### src/rtl/mem_seq_pkg.sv
// Shared types and constants for the byte-sequencing data memory controller.
// Imported by mem_addr_gen and mem_seq_ctrl.
package mem_seq_pkg;

   localparam int BYTES_PER_WORD      = 4;
   localparam int DEFAULT_BASE_OFFSET = 1024;

   typedef enum logic [1:0] {
      IDLE   = 2'd0,
      ACCESS = 2'd1,
      DONE   = 2'd2
   } state_e;

   typedef enum logic {
      OP_LOAD  = 1'b0,
      OP_STORE = 1'b1
   } op_e;

endpackage

### src/rtl/mem_seq_ctrl_if.sv
// Bus bundles for mem_seq_ctrl: the MEM-stage request side and the byte SRAM side.
// Handshake: the MEM stage raises mem_r_en/mem_w_en and holds them with alu_res/Val_Rm
// stable until it sees ready=1; the cycle with ready=1 completes the word transfer.
interface mem_req_if #(
   parameter int WORD_W = 32
);
   logic              mem_r_en;
   logic              mem_w_en;
   logic [WORD_W-1:0] alu_res;
   logic [WORD_W-1:0] Val_Rm;
   logic [WORD_W-1:0] res_data;
   logic              ready;
   logic              addr_err;

   modport master (
      output mem_r_en, mem_w_en, alu_res, Val_Rm,
      input  res_data, ready, addr_err
   );

   modport slave (
      input  mem_r_en, mem_w_en, alu_res, Val_Rm,
      output res_data, ready, addr_err
   );
endinterface

interface sram_if #(
   parameter int ADDR_W = 8
);
   logic [ADDR_W-1:0] sram_addr;
   logic [7:0]        sram_wdata;
   logic              sram_we;
   logic              sram_oe;
   logic [7:0]        sram_rdata;

   modport master (
      output sram_addr, sram_wdata, sram_we, sram_oe,
      input  sram_rdata
   );

   modport slave (
      input  sram_addr, sram_wdata, sram_we, sram_oe,
      output sram_rdata
   );
endinterface

### src/rtl/mem_addr_gen.sv
// Word-aligns the effective address and rebases it onto the data segment;
// flags any word that would not fit entirely inside the memory (wrap included).
module mem_addr_gen
   import mem_seq_pkg::*;
#(
   parameter int WORD_W      = 32,
   parameter int MEM_BYTES   = 256,
   parameter int ADDR_W      = 8,
   parameter int BASE_OFFSET = DEFAULT_BASE_OFFSET
) (
   input  logic [WORD_W-1:0] alu_res,
   output logic [ADDR_W-1:0] base,
   output logic              out_of_range
);

   logic [WORD_W-1:0] aligned;
   logic [WORD_W-1:0] translated;

   always_comb begin
      aligned      = alu_res & ~WORD_W'(BYTES_PER_WORD - 1);
      // Modulo subtraction: addresses below the segment wrap high and fail the range test.
      translated   = aligned - WORD_W'(BASE_OFFSET);
      out_of_range = translated > WORD_W'(MEM_BYTES - BYTES_PER_WORD);
      base         = translated[ADDR_W-1:0];
   end

endmodule

### src/rtl/mem_seq_ctrl.sv
// Splits 32-bit MEM-stage loads/stores into four little-endian byte accesses on an
// 8-bit SRAM, freezing the pipeline meanwhile. MEM_WAIT_EN stretches each byte access.
module mem_seq_ctrl
   import mem_seq_pkg::*;
#(
   parameter int WORD_W      = 32,
   parameter int MEM_BYTES   = 256,
   parameter int ADDR_W      = $clog2(MEM_BYTES),
   parameter int BASE_OFFSET = DEFAULT_BASE_OFFSET
`ifdef MEM_WAIT_EN
   ,
   parameter int WAIT_CYCLES = 2
`endif
) (
   input  logic        clk,
   input  logic        rst,
   mem_req_if.slave    req,
   sram_if.master      sram,
   output state_e      dbg_state
);

   state_e            state_q, state_d;
   op_e               op_q, op_d;
   logic [1:0]        cnt_q, cnt_d;
   logic [ADDR_W-1:0] base_q, base_d;
   logic [WORD_W-1:0] data_q, data_d;
   logic [WORD_W-1:0] shadow_q, shadow_d;
   logic [WORD_W-1:0] res_data_q, res_data_d;
   logic              oor_q, oor_d;
   logic              addr_err_q, addr_err_d;
   logic              sram_we_q, sram_we_d;
   logic              sram_oe_q, sram_oe_d;
   logic [ADDR_W-1:0] sram_addr_q, sram_addr_d;
   logic [7:0]        sram_wdata_q, sram_wdata_d;

   logic [ADDR_W-1:0] ag_base;
   logic              ag_oor;
   logic              req_any;
   logic              step_done;
   logic              issue;
   logic [1:0]        issue_cnt;
   logic              ready_c;

   mem_addr_gen #(
      .WORD_W      (WORD_W),
      .MEM_BYTES   (MEM_BYTES),
      .ADDR_W      (ADDR_W),
      .BASE_OFFSET (BASE_OFFSET)
   ) u_addr_gen (
      .alu_res      (req.alu_res),
      .base         (ag_base),
      .out_of_range (ag_oor)
   );

   assign req_any = req.mem_r_en | req.mem_w_en;

`ifdef MEM_WAIT_EN
   localparam int WAIT_W = (WAIT_CYCLES > 0) ? $clog2(WAIT_CYCLES + 1) : 1;
   logic [WAIT_W-1:0] wait_q, wait_d;

   // A byte window closes on its last wait cycle; read data is captured only then.
   assign step_done = (wait_q == WAIT_W'(WAIT_CYCLES));

   always_comb begin
      wait_d = '0;
      if (state_q == ACCESS && !step_done) begin
         wait_d = wait_q + 1'b1;
      end
   end
`else
   assign step_done = 1'b1;
`endif

   always_comb begin
      state_d      = state_q;
      op_d         = op_q;
      cnt_d        = cnt_q;
      base_d       = base_q;
      data_d       = data_q;
      shadow_d     = shadow_q;
      res_data_d   = res_data_q;
      oor_d        = oor_q;
      addr_err_d   = 1'b0;
      sram_we_d    = 1'b0;
      sram_oe_d    = 1'b0;
      sram_addr_d  = sram_addr_q;
      sram_wdata_d = sram_wdata_q;
      issue        = 1'b0;
      issue_cnt    = 2'd0;

      case (state_q)
         IDLE: begin
            if (req_any) begin
               state_d   = ACCESS;
               op_d      = req.mem_w_en ? OP_STORE : OP_LOAD;
               base_d    = ag_base;
               data_d    = req.Val_Rm;
               oor_d     = ag_oor;
               cnt_d     = 2'd0;
               issue     = 1'b1;
               issue_cnt = 2'd0;
            end
         end
         ACCESS: begin
            if (sram_oe_q && step_done) begin
               shadow_d[{cnt_q, 3'b000} +: 8] = sram.sram_rdata;
            end
            if (!step_done) begin
               sram_we_d = sram_we_q;
               sram_oe_d = sram_oe_q;
            end else if (cnt_q == 2'(BYTES_PER_WORD - 1)) begin
               state_d    = DONE;
               addr_err_d = oor_q;
               if (op_q == OP_LOAD) begin
                  res_data_d = oor_q ? '0 : shadow_d;
               end
            end else begin
               cnt_d     = cnt_q + 2'd1;
               issue     = 1'b1;
               issue_cnt = cnt_q + 2'd1;
            end
         end
         DONE: begin
            // The request still on the bus belongs to the finished instruction.
            state_d = IDLE;
         end
         default: state_d = IDLE;
      endcase

      if (issue) begin
         sram_we_d    = (op_d == OP_STORE) && !oor_d;
         sram_oe_d    = (op_d == OP_LOAD) && !oor_d;
         sram_addr_d  = base_d + ADDR_W'(issue_cnt);
         sram_wdata_d = data_d[{issue_cnt, 3'b000} +: 8];
      end
   end

   always_comb begin
      ready_c = 1'b0;
      case (state_q)
         IDLE:    ready_c = ~req_any;
         ACCESS:  ready_c = 1'b0;
         DONE:    ready_c = 1'b1;
         default: ready_c = 1'b0;
      endcase
   end

   always_ff @(posedge clk or posedge rst) begin
      if (rst) begin
         state_q      <= IDLE;
         op_q         <= OP_LOAD;
         cnt_q        <= 2'd0;
         base_q       <= '0;
         data_q       <= '0;
         shadow_q     <= '0;
         res_data_q   <= '0;
         oor_q        <= 1'b0;
         addr_err_q   <= 1'b0;
         sram_we_q    <= 1'b0;
         sram_oe_q    <= 1'b0;
         sram_addr_q  <= '0;
         sram_wdata_q <= '0;
`ifdef MEM_WAIT_EN
         wait_q       <= '0;
`endif
      end else begin
         state_q      <= state_d;
         op_q         <= op_d;
         cnt_q        <= cnt_d;
         base_q       <= base_d;
         data_q       <= data_d;
         shadow_q     <= shadow_d;
         res_data_q   <= res_data_d;
         oor_q        <= oor_d;
         addr_err_q   <= addr_err_d;
         sram_we_q    <= sram_we_d;
         sram_oe_q    <= sram_oe_d;
         sram_addr_q  <= sram_addr_d;
         sram_wdata_q <= sram_wdata_d;
`ifdef MEM_WAIT_EN
         wait_q       <= wait_d;
`endif
      end
   end

   assign req.res_data    = res_data_q;
   assign req.ready       = ready_c;
   assign req.addr_err    = addr_err_q;
   assign sram.sram_addr  = sram_addr_q;
   assign sram.sram_wdata = sram_wdata_q;
   assign sram.sram_we    = sram_we_q;
   assign sram.sram_oe    = sram_oe_q;
   assign dbg_state       = state_q;

endmodule

### src/flat_wrapper.sv
// flat-port wrapper written by rule: the top's interface ports become plain ports
module mem_seq_ctrl_flat import mem_seq_pkg::*;
#(
   parameter int WORD_W      = 32,
   parameter int MEM_BYTES   = 256,
   parameter int ADDR_W      = $clog2(MEM_BYTES),
   parameter int BASE_OFFSET = DEFAULT_BASE_OFFSET

)
  (clk, rst, dbg_state, req_mem_r_en, req_mem_w_en, req_alu_res, req_Val_Rm, req_res_data, req_ready, req_addr_err, sram_sram_addr, sram_sram_wdata, sram_sram_we, sram_sram_oe, sram_sram_rdata);
  mem_req_if #(.WORD_W(WORD_W)) req_i ();
  sram_if #(.ADDR_W(ADDR_W)) sram_i ();
  input  logic clk;
  input  logic rst;
  output state_e dbg_state;
  input wire logic [$bits(req_i.mem_r_en)-1:0] req_mem_r_en;
  input wire logic [$bits(req_i.mem_w_en)-1:0] req_mem_w_en;
  input wire logic [$bits(req_i.alu_res)-1:0] req_alu_res;
  input wire logic [$bits(req_i.Val_Rm)-1:0] req_Val_Rm;
  output wire logic [$bits(req_i.res_data)-1:0] req_res_data;
  output wire logic [$bits(req_i.ready)-1:0] req_ready;
  output wire logic [$bits(req_i.addr_err)-1:0] req_addr_err;
  output wire logic [$bits(sram_i.sram_addr)-1:0] sram_sram_addr;
  output wire logic [$bits(sram_i.sram_wdata)-1:0] sram_sram_wdata;
  output wire logic [$bits(sram_i.sram_we)-1:0] sram_sram_we;
  output wire logic [$bits(sram_i.sram_oe)-1:0] sram_sram_oe;
  input wire logic [$bits(sram_i.sram_rdata)-1:0] sram_sram_rdata;
  assign req_i.mem_r_en = req_mem_r_en;
  assign req_i.mem_w_en = req_mem_w_en;
  assign req_i.alu_res = req_alu_res;
  assign req_i.Val_Rm = req_Val_Rm;
  assign req_res_data = req_i.res_data;
  assign req_ready = req_i.ready;
  assign req_addr_err = req_i.addr_err;
  assign sram_sram_addr = sram_i.sram_addr;
  assign sram_sram_wdata = sram_i.sram_wdata;
  assign sram_sram_we = sram_i.sram_we;
  assign sram_sram_oe = sram_i.sram_oe;
  assign sram_i.sram_rdata = sram_sram_rdata;
  mem_seq_ctrl #(.WORD_W(WORD_W), .MEM_BYTES(MEM_BYTES), .ADDR_W(ADDR_W), .BASE_OFFSET(BASE_OFFSET)) u_core (.clk(clk), .rst(rst), .req(req_i), .sram(sram_i), .dbg_state(dbg_state));
endmodule
### config.mk
export PLATFORM = sky130hd
export DESIGN_NAME = mem_seq_ctrl_flat
export DESIGN_NICKNAME = d
export VERILOG_FILES = /design/src/rtl/mem_seq_pkg.sv /design/src/rtl/mem_seq_ctrl_if.sv /design/src/rtl/mem_addr_gen.sv /design/src/rtl/mem_seq_ctrl.sv /design/src/flat_wrapper.sv
export SDC_FILE = /design/constraint.sdc
export NUM_CORES = 1
export LEC_CHECK = 0
export BUFFER_PORTS_ARGS = -buffer_cell sky130_fd_sc_hd__buf_2
export CAP_MARGIN = 15
export CELL_PAD_IN_SITES_DETAIL_PLACEMENT = 0
export CELL_PAD_IN_SITES_GLOBAL_PLACEMENT = 1
export CORE_UTILIZATION = 46
export CTS_BUF_LIST = sky130_fd_sc_hd__clkbuf_2 sky130_fd_sc_hd__clkbuf_4 sky130_fd_sc_hd__clkbuf_8
export CTS_CLUSTER_DIAMETER = 120
export DETAILED_ROUTE_END_ITERATION = 6
export PLACE_DENSITY_LB_ADDON = 0.1
export SYNTH_ARGS = -nofsm -noshare
export SYNTH_HDL_FRONTEND = slang
export SYNTH_SLANG_ARGS = --single-unit
### constraint.sdc
create_clock -name clk -period 12.7 [get_ports clk]
set_input_delay 1.905 -clock clk [delete_from_list [all_inputs] [get_ports clk]]
set_output_delay 1.905 -clock clk [all_outputs]
set_load 0.02 [all_outputs]
==> results of run 1 <==
## layer usage
| layer | GRT usage (%) | part of all wire [%] |
|---|---|---|
| met1 | 27.34 | 44 |
| met2 | 37.09 | 50 |
| met3 | 5.770 | 4.8 |
| met4 | 8.831 | 1.8 |
| met5 | 0 | 0 |
## worst max-delay path, stage by stage
cell	delay, ps
buf_2	110
nor2_2	310
nor2_1	70
nor2_1	90
buf_2	170
## logic make-up after synthesis
family | Yosys count | synth area share [%]
simple gates | 243 | 18.81
compound gates | 144 | 17.00
flops | 129 | 55.72
buf+inv | 38 | 3.348
mux | 12 | 2.289
fa+ha+maj | 9 | 2.074
xor+xnor | 5 | 0.7561
## placed cells by master, fill, tap and decap left out, types with 6 or more instances in the layout
cell / n
ha_1: 8
nand2_1: 199
clkbuf_8: 20
inv_1: 6
a221o_1: 8
o21ai_0: 26
o21ai_1: 37
nor2_1: 9
a22oi_1: 32
a31oi_1: 9
o21ai_2: 21
dfrtp_1: 129
buf_2: 127
mux2i_1: 8
## power by group through the flow
stage / Sequential, mW / Combinational (mW) / Clock (mW)
after floorplan: 0.763 / 0.455 / 0
after global placement: 0.679 / 0.713 / 0
after detailed placement: 0.687 / 0.732 / 0
after CTS: 0.680 / 0.733 / 0.334
after global routing: 0.700 / 0.805 / 0.352
final: 0.679 / 0.723 / 0.325
## cells in the mapped netlist (3+ instances only)
| master | count |
|---|---|
| nor4_4 | 3 |
| a22oi_1 | 32 |
| a31oi_1 | 9 |
| inv_1 | 7 |
| nand2_1 | 199 |
| mux2i_1 | 8 |
| nor2_1 | 9 |
| clkbuf_1 | 10 |
| nand3_1 | 4 |
| dfrtp_1 | 129 |
| o21ai_2 | 21 |
| ha_1 | 8 |
| nor4_1 | 5 |
| xnor2_1 | 3 |
| o21ai_0 | 26 |
| buf_6 | 4 |
| o21ai_1 | 37 |
| a221o_1 | 8 |
| buf_2 | 14 |
| and3_1 | 3 |
## flip-flops by register name (all words and copies together), names as in the netlist
signal,count
u_core.req.addr_err,1
u_core.oor_q,1
u_core.sram.sram_addr,8
u_core.base_q,8
u_core.sram.sram_wdata,8
u_core.sram.sram_we,1
u_core.req.res_data,32
u_core.dbg_state,2
u_core.cnt_q,2
u_core.op_q,1
u_core.sram.sram_oe,1
u_core.shadow_q,32
u_core.data_q,32
## area by class of cell
class	count	area share [%]
clock buffer	24	4.448
tap	168	3.062
timing repair buffer	129	9.479
sequential	129	47.03
antenna	1	0.03646
clock inverter	6	0.8385
inverter	9	0.5286
multi-input combinational	413	34.58
## path summary, 6_finish.rpt
kind | slack (ps) | to | from
setup reg to reg | 9220 | u_core.sram.sram_addr[4] | u_core.dbg_state[1]
setup / recovery | 8140 | req_ready | req_mem_w_en
hold / removal | 470 | u_core.req.res_data[13] | u_core.req.res_data[13]
hold reg to reg | 470 | u_core.req.res_data[13] | u_core.req.res_data[13]
min in group asynchronous | 1580 | u_core.data_q[17] | rst
max in group asynchronous | 9730 | u_core.req.res_data[1] | rst
==> summary.md, run 1 <==
| Metric | Value |
|---|---|
| Mapped Cells | `580` |
| Top_reg_cell synth | `dfrtp_1` |
| Post-synth EDFFs | `0` |
| Design area | `6864 µm²` |
| Row cnt | `40` |
| Worst EP arrival | `2650 ps` |
| PwrDens | `251.6 nW/µm²` |
| Fin nets | `784` |
| Initial antenna violation count | `1` |
| Synth Area per Inst | `9.988 µm²` |
| Hold depth | `2` |
| Final worst slack | `8144 ps` |
| ANT nets after route | `0` |
| Power Total | `1.727 mW` |
| Yosys top cell area share | `55.72%` |
| Worst EP required | `10800 ps` |
| RSZ-0062 raised after global routing | `false` |
| First-pass GRT wire length | `21960 µm` |
| Initial Util | `47.63%` |
| Register area share after synthesis | `55.72%` |
| Combinational power share | `41.9%` |
| Core area | `12160 µm²` |
| Clk slew on worst S/H paths | `70 ps` |
| CP Max Fanout | `6` |
| Switching power | `0.7144 mW` |
| Total GRT Usage | `22.14%` |
| Cell count after placement | `848` |
| First-pass DRT Iterations | `4` |
| Post-synth top area cell | `dfrtp_1` |
| Maximum vdd drop | `0.1159 mV` |
| MaxCap Viol Count | `0` |
| Worst-Margin Slew | `1090 ps` |
| Final WL | `13480 µm` |
| Pins over their slew limit | `0` |
| PortBufs | `127` |
| 1st-iter DRT viols | `299` |
| Post_cts resized | `0` |
| Outcome | `complete, no violations` |
| Cell Count, Final, Fillers Out | `879` |
| Final hold violation count | `0` |
| Clk sink count | `129` |
| Cell Int Power | `1.013 mW` |
| Setup TNS | `0 ps` |
| Vias in the first global route | `4503` |
| CTS Buf Count | `17` |
| Full die area | `13050 µm²` |
| Async S/R FF share, synth | `100.0%` |
| Post-DP Area | `6499 µm²` |
| Flop pwr share | `39.3%` |
| Setup CP Type | `in2out` |
| Post-CTS Setup Bufs | `0` |
| Post-synthesis cell area | `5793 µm²` |
| Finished Core Util | `56.44%` |
| Hold_buf cts | `0` |
| Hold WS | `472.6 ps` |
| Synth area leaders | `dfrtp_1, nand2_1, a22oi_1` |
| Routed vias | `4559` |
| Largest net degree at the start of global routing | `73` |
| Routability Congestion | `0.7878` |
| Post-synthesis register bit count | `129` |
| Crit. End Element | `output port` |
| Pre-CTS setup slack | `8134 ps` |
| Crit start category | `input pin` |
| I/O Pins | `130` |
| Number of distinct library cells after synthesis | `49` |
| Die X | `114.2 µm` |
| Switching share of power | `41.36%` |
| Root buffer cell | `clkbuf_8` |
| Syn nets | `665` |
| Final Setup Violations | `0` |
| Worst r2r path cells | `9` |
| Worst skew pair latency | `430 ps` |
| Detailed-route DRC error count | `0` |
| Storage element area | `3228 µm²` |
| CTS tree | `built` |
| Leakage power total | `3.385 nW` |
| Wire per inst | `15.33 µm` |
| Layout cells sized above 1 | `28.87%` |
| Total gr overflow | `0` |
| H-tree Lvls | `4` |
| Slew headroom | `27.33%` |
| DP HPWL | `8742 µm` |
| Post-route minimum period | `4556 ps` |
| Drt via density | `5.187` |
| Max Buffers Root-to-Sink | `2` |
| Max Clock Skew | `7.327 ps` |
| Max Freq | `0.2195 GHz` |
| Class of the worst hold path | `reg2reg` |
| Area growth syn-to-layout | `18.49%` |
| YS warnings | `0` |
| Chip Height | `114.2 µm` |
| Fin crit share | `35.88%` |
| Clk pwr share | `18.8%` |
| Filler cells | `1151` |
| Area occupied by multi-input gates | `2374 µm²` |
Note: power is estimated with default switching activity, not from simulation.
==> run 2: changes to the inputs <==
CORE_UTILIZATION = 39   (was 46)
clock period = 4.1 ns   (was 12.7 ns; I/O delays follow)
==> summary.md, run 2 (synthesis gave the netlist of run 1 again) <==
| Metric | Value |
|---|---|
| Total gr overflow | `0` |
| Crit Reg-Reg Startpoint | `u_core.cnt_q[0]` |
| H-tree Lvls | `4` |
| Vias in the first global route | `4451` |
| PwrDens | `800.4 nW/µm²` |
| Layout cells sized above 1 | `29.27%` |
| Setup TNS | `0 ps` |
| Leakage power total | `3.437 nW` |
| 1st-iter DRT viols | `315` |
| Core area | `14530 µm²` |
| Drt via density | `5.118` |
| Post-route minimum period | `3077 ps` |
| CP Max Fanout | `14` |
| Routability Congestion | `0.7825` |
| Detailed-route DRC error count | `0` |
| Max Buffers Root-to-Sink | `2` |
| Clk sink count | `129` |
| Crit start category | `flip-flop` |
| RSZ-0062 raised after global routing | `false` |
| Critical path's slowest cell | `dfrtp_1` |
| Chip Height | `123.9 µm` |
| CTS tree | `built` |
| Worst EP required | `4450 ps` |
| Max Clock Skew | `8.621 ps` |
| Crit. End Element | `flip-flop` |
| I/O Pins | `130` |
| Post-CTS Setup Bufs | `0` |
| Most common cell after layout, fill and taps aside | `nand2_1` |
| Hold depth | `3` |
| Die X | `123.9 µm` |
| Maximum vdd drop | `0.2918 mV` |
| R2r endpoint | `u_core.sram.sram_addr[7]` |
| Worst r2r path cells | `9` |
| Fin crit share | `75.04%` |
| R2R setup slack | `1020 ps` |
| Worst stage delay on the critical path | `570 ps` |
| Slew headroom | `35.77%` |
| Worst Hold End | `u_core.data_q[20]` |
| Initial Util | `39.86%` |
| Total GRT Usage | `19.58%` |
| Max Freq | `0.3250 GHz` |
| DRT met1 WL | `6413 µm` |
| Power Total | `5.595 mW` |
| ANT nets after route | `0` |
| Routed vias | `4596` |
| Hold_buf cts | `0` |
| Fin nets | `787` |
| Post_cts resized | `0` |
| MaxCap Viol Count | `0` |
| Largest net degree at the start of global routing | `78` |
| Class of the worst hold path | `in2reg` |
| Final hold violation count | `0` |
| Filler cells | `1410` |
| Final WL | `14160 µm` |
| Root buffer cell | `clkbuf_8` |
| Final Setup Violations | `0` |
| Top sig layer | `met4` |
| Clk slew on worst S/H paths | `70 ps` |
| CTS Buf Count | `17` |
| Antenna diodes | `0` |
| DR WL met3 | `628 µm` |
| Hold_sp | `req_Val_Rm[20]` |
| Most frequent cells in the layout | `nand2_1, dfrtp_1, buf_2` |
| Wire per inst | `15.77 µm` |
| Met2 WL | `6935 µm` |
| PortBufs | `127` |
| Initial antenna violation count | `0` |
| Full die area | `15350 µm²` |
| Row cnt | `44` |
| CP most frequent cell | `ha_1` |
| Setup CP Type | `reg2reg` |
| Area growth syn-to-layout | `20.67%` |
| Worst EP arrival | `3430 ps` |
| First-pass GRT wire length | `22480 µm` |
| Worst-Margin Slew | `963.5 ps` |
| Worst skew pair latency | `440 ps` |
| Crit-path cells | `inv_1 -> ha_1 -> nand2_2 -> inv_2 -> ha_1 -> a21oi_1 -> a21oi_2 -> and4_1 -> o31ai_2` |
| Pins over their slew limit | `0` |
| DP HPWL | `9320 µm` |
| First-pass DRT Iterations | `5` |
| Outcome | `complete, no violations` |
## run 2: cell types whose count changed in the layout (fill, tap and decap cells not counted)
cell       delta
clkbuf_4      -2
clkbuf_8      -2
buf_4         +3
clkinv_4      +1
diode_2       -1
bufinv_16     +4
## run 2: area by class of cell
cell class | count | area (µm²) | area share (%)
clock buffer | 20 | 262.8 | 3.759
clock inverter | 11 | 186.4 | 2.667
inverter | 9 | 36.28 | 0.5191
multi-input combinational | 413 | 2374 | 33.95
sequential | 129 | 3228 | 46.18
tap | 184 | 230.2 | 3.293
timing repair buffer | 132 | 673.1 | 9.630
## run 2: worst max path at each step
stage / slack, ps / from / to
final: 1020 / u_core.cnt_q[0] / u_core.sram.sram_addr[7]
after global routing: 770 / u_core.cnt_q[0] / u_core.sram.sram_addr[7]
after CTS: 950 / u_core.cnt_q[0] / u_core.sram.sram_addr[7]
after detailed placement: 990 / u_core.cnt_q[0] / u_core.sram.sram_addr[7]
after global placement: 1070 / u_core.cnt_q[0] / u_core.sram.sram_addr[7]
after floorplan: 40 / rst / u_core.base_q[0]
## run 2: through the flow
stage               area (µm²)  util [%]  worst slack, ps  std cells  hold WS, ps
floorplan                 5793         -            44.01        580        445.0
global placement          6541     45.01             1074        867        455.7
detailed placement        6541     45.01            990.9        867        461.7
CTS                       6990     48.10            951.0        898        338.1
global route              6990     48.10            765.9        898        349.5
finish                    6990     48.10             1023        898        363.7
## run 2: metal layers
metal  GRT usage [%]  vias up
met2           32.57       99
met1           24.84     2243
met3           4.716       13
met4           6.702        0
met5               0        -
li1                -     2241
## run 2: where the power goes
group | leakage (nW) | switching, mW | internal (mW) | total (mW)
sequential | 1.67 | 0.308 | 1.80 | 2.11
clock | 0.229 | 0.495 | 0.747 | 1.24
combinational | 1.53 | 1.44 | 0.802 | 2.25
total | 3.44 | 2.25 | 3.35 | 5.60
## run 2: critical path, delay by kind of cell, from the launching register on
family	cells	cell delay [ps]
flops	1	570
fa+ha+maj	2	820
simple gates	2	510
buf+inv	2	620
compound gates	3	480
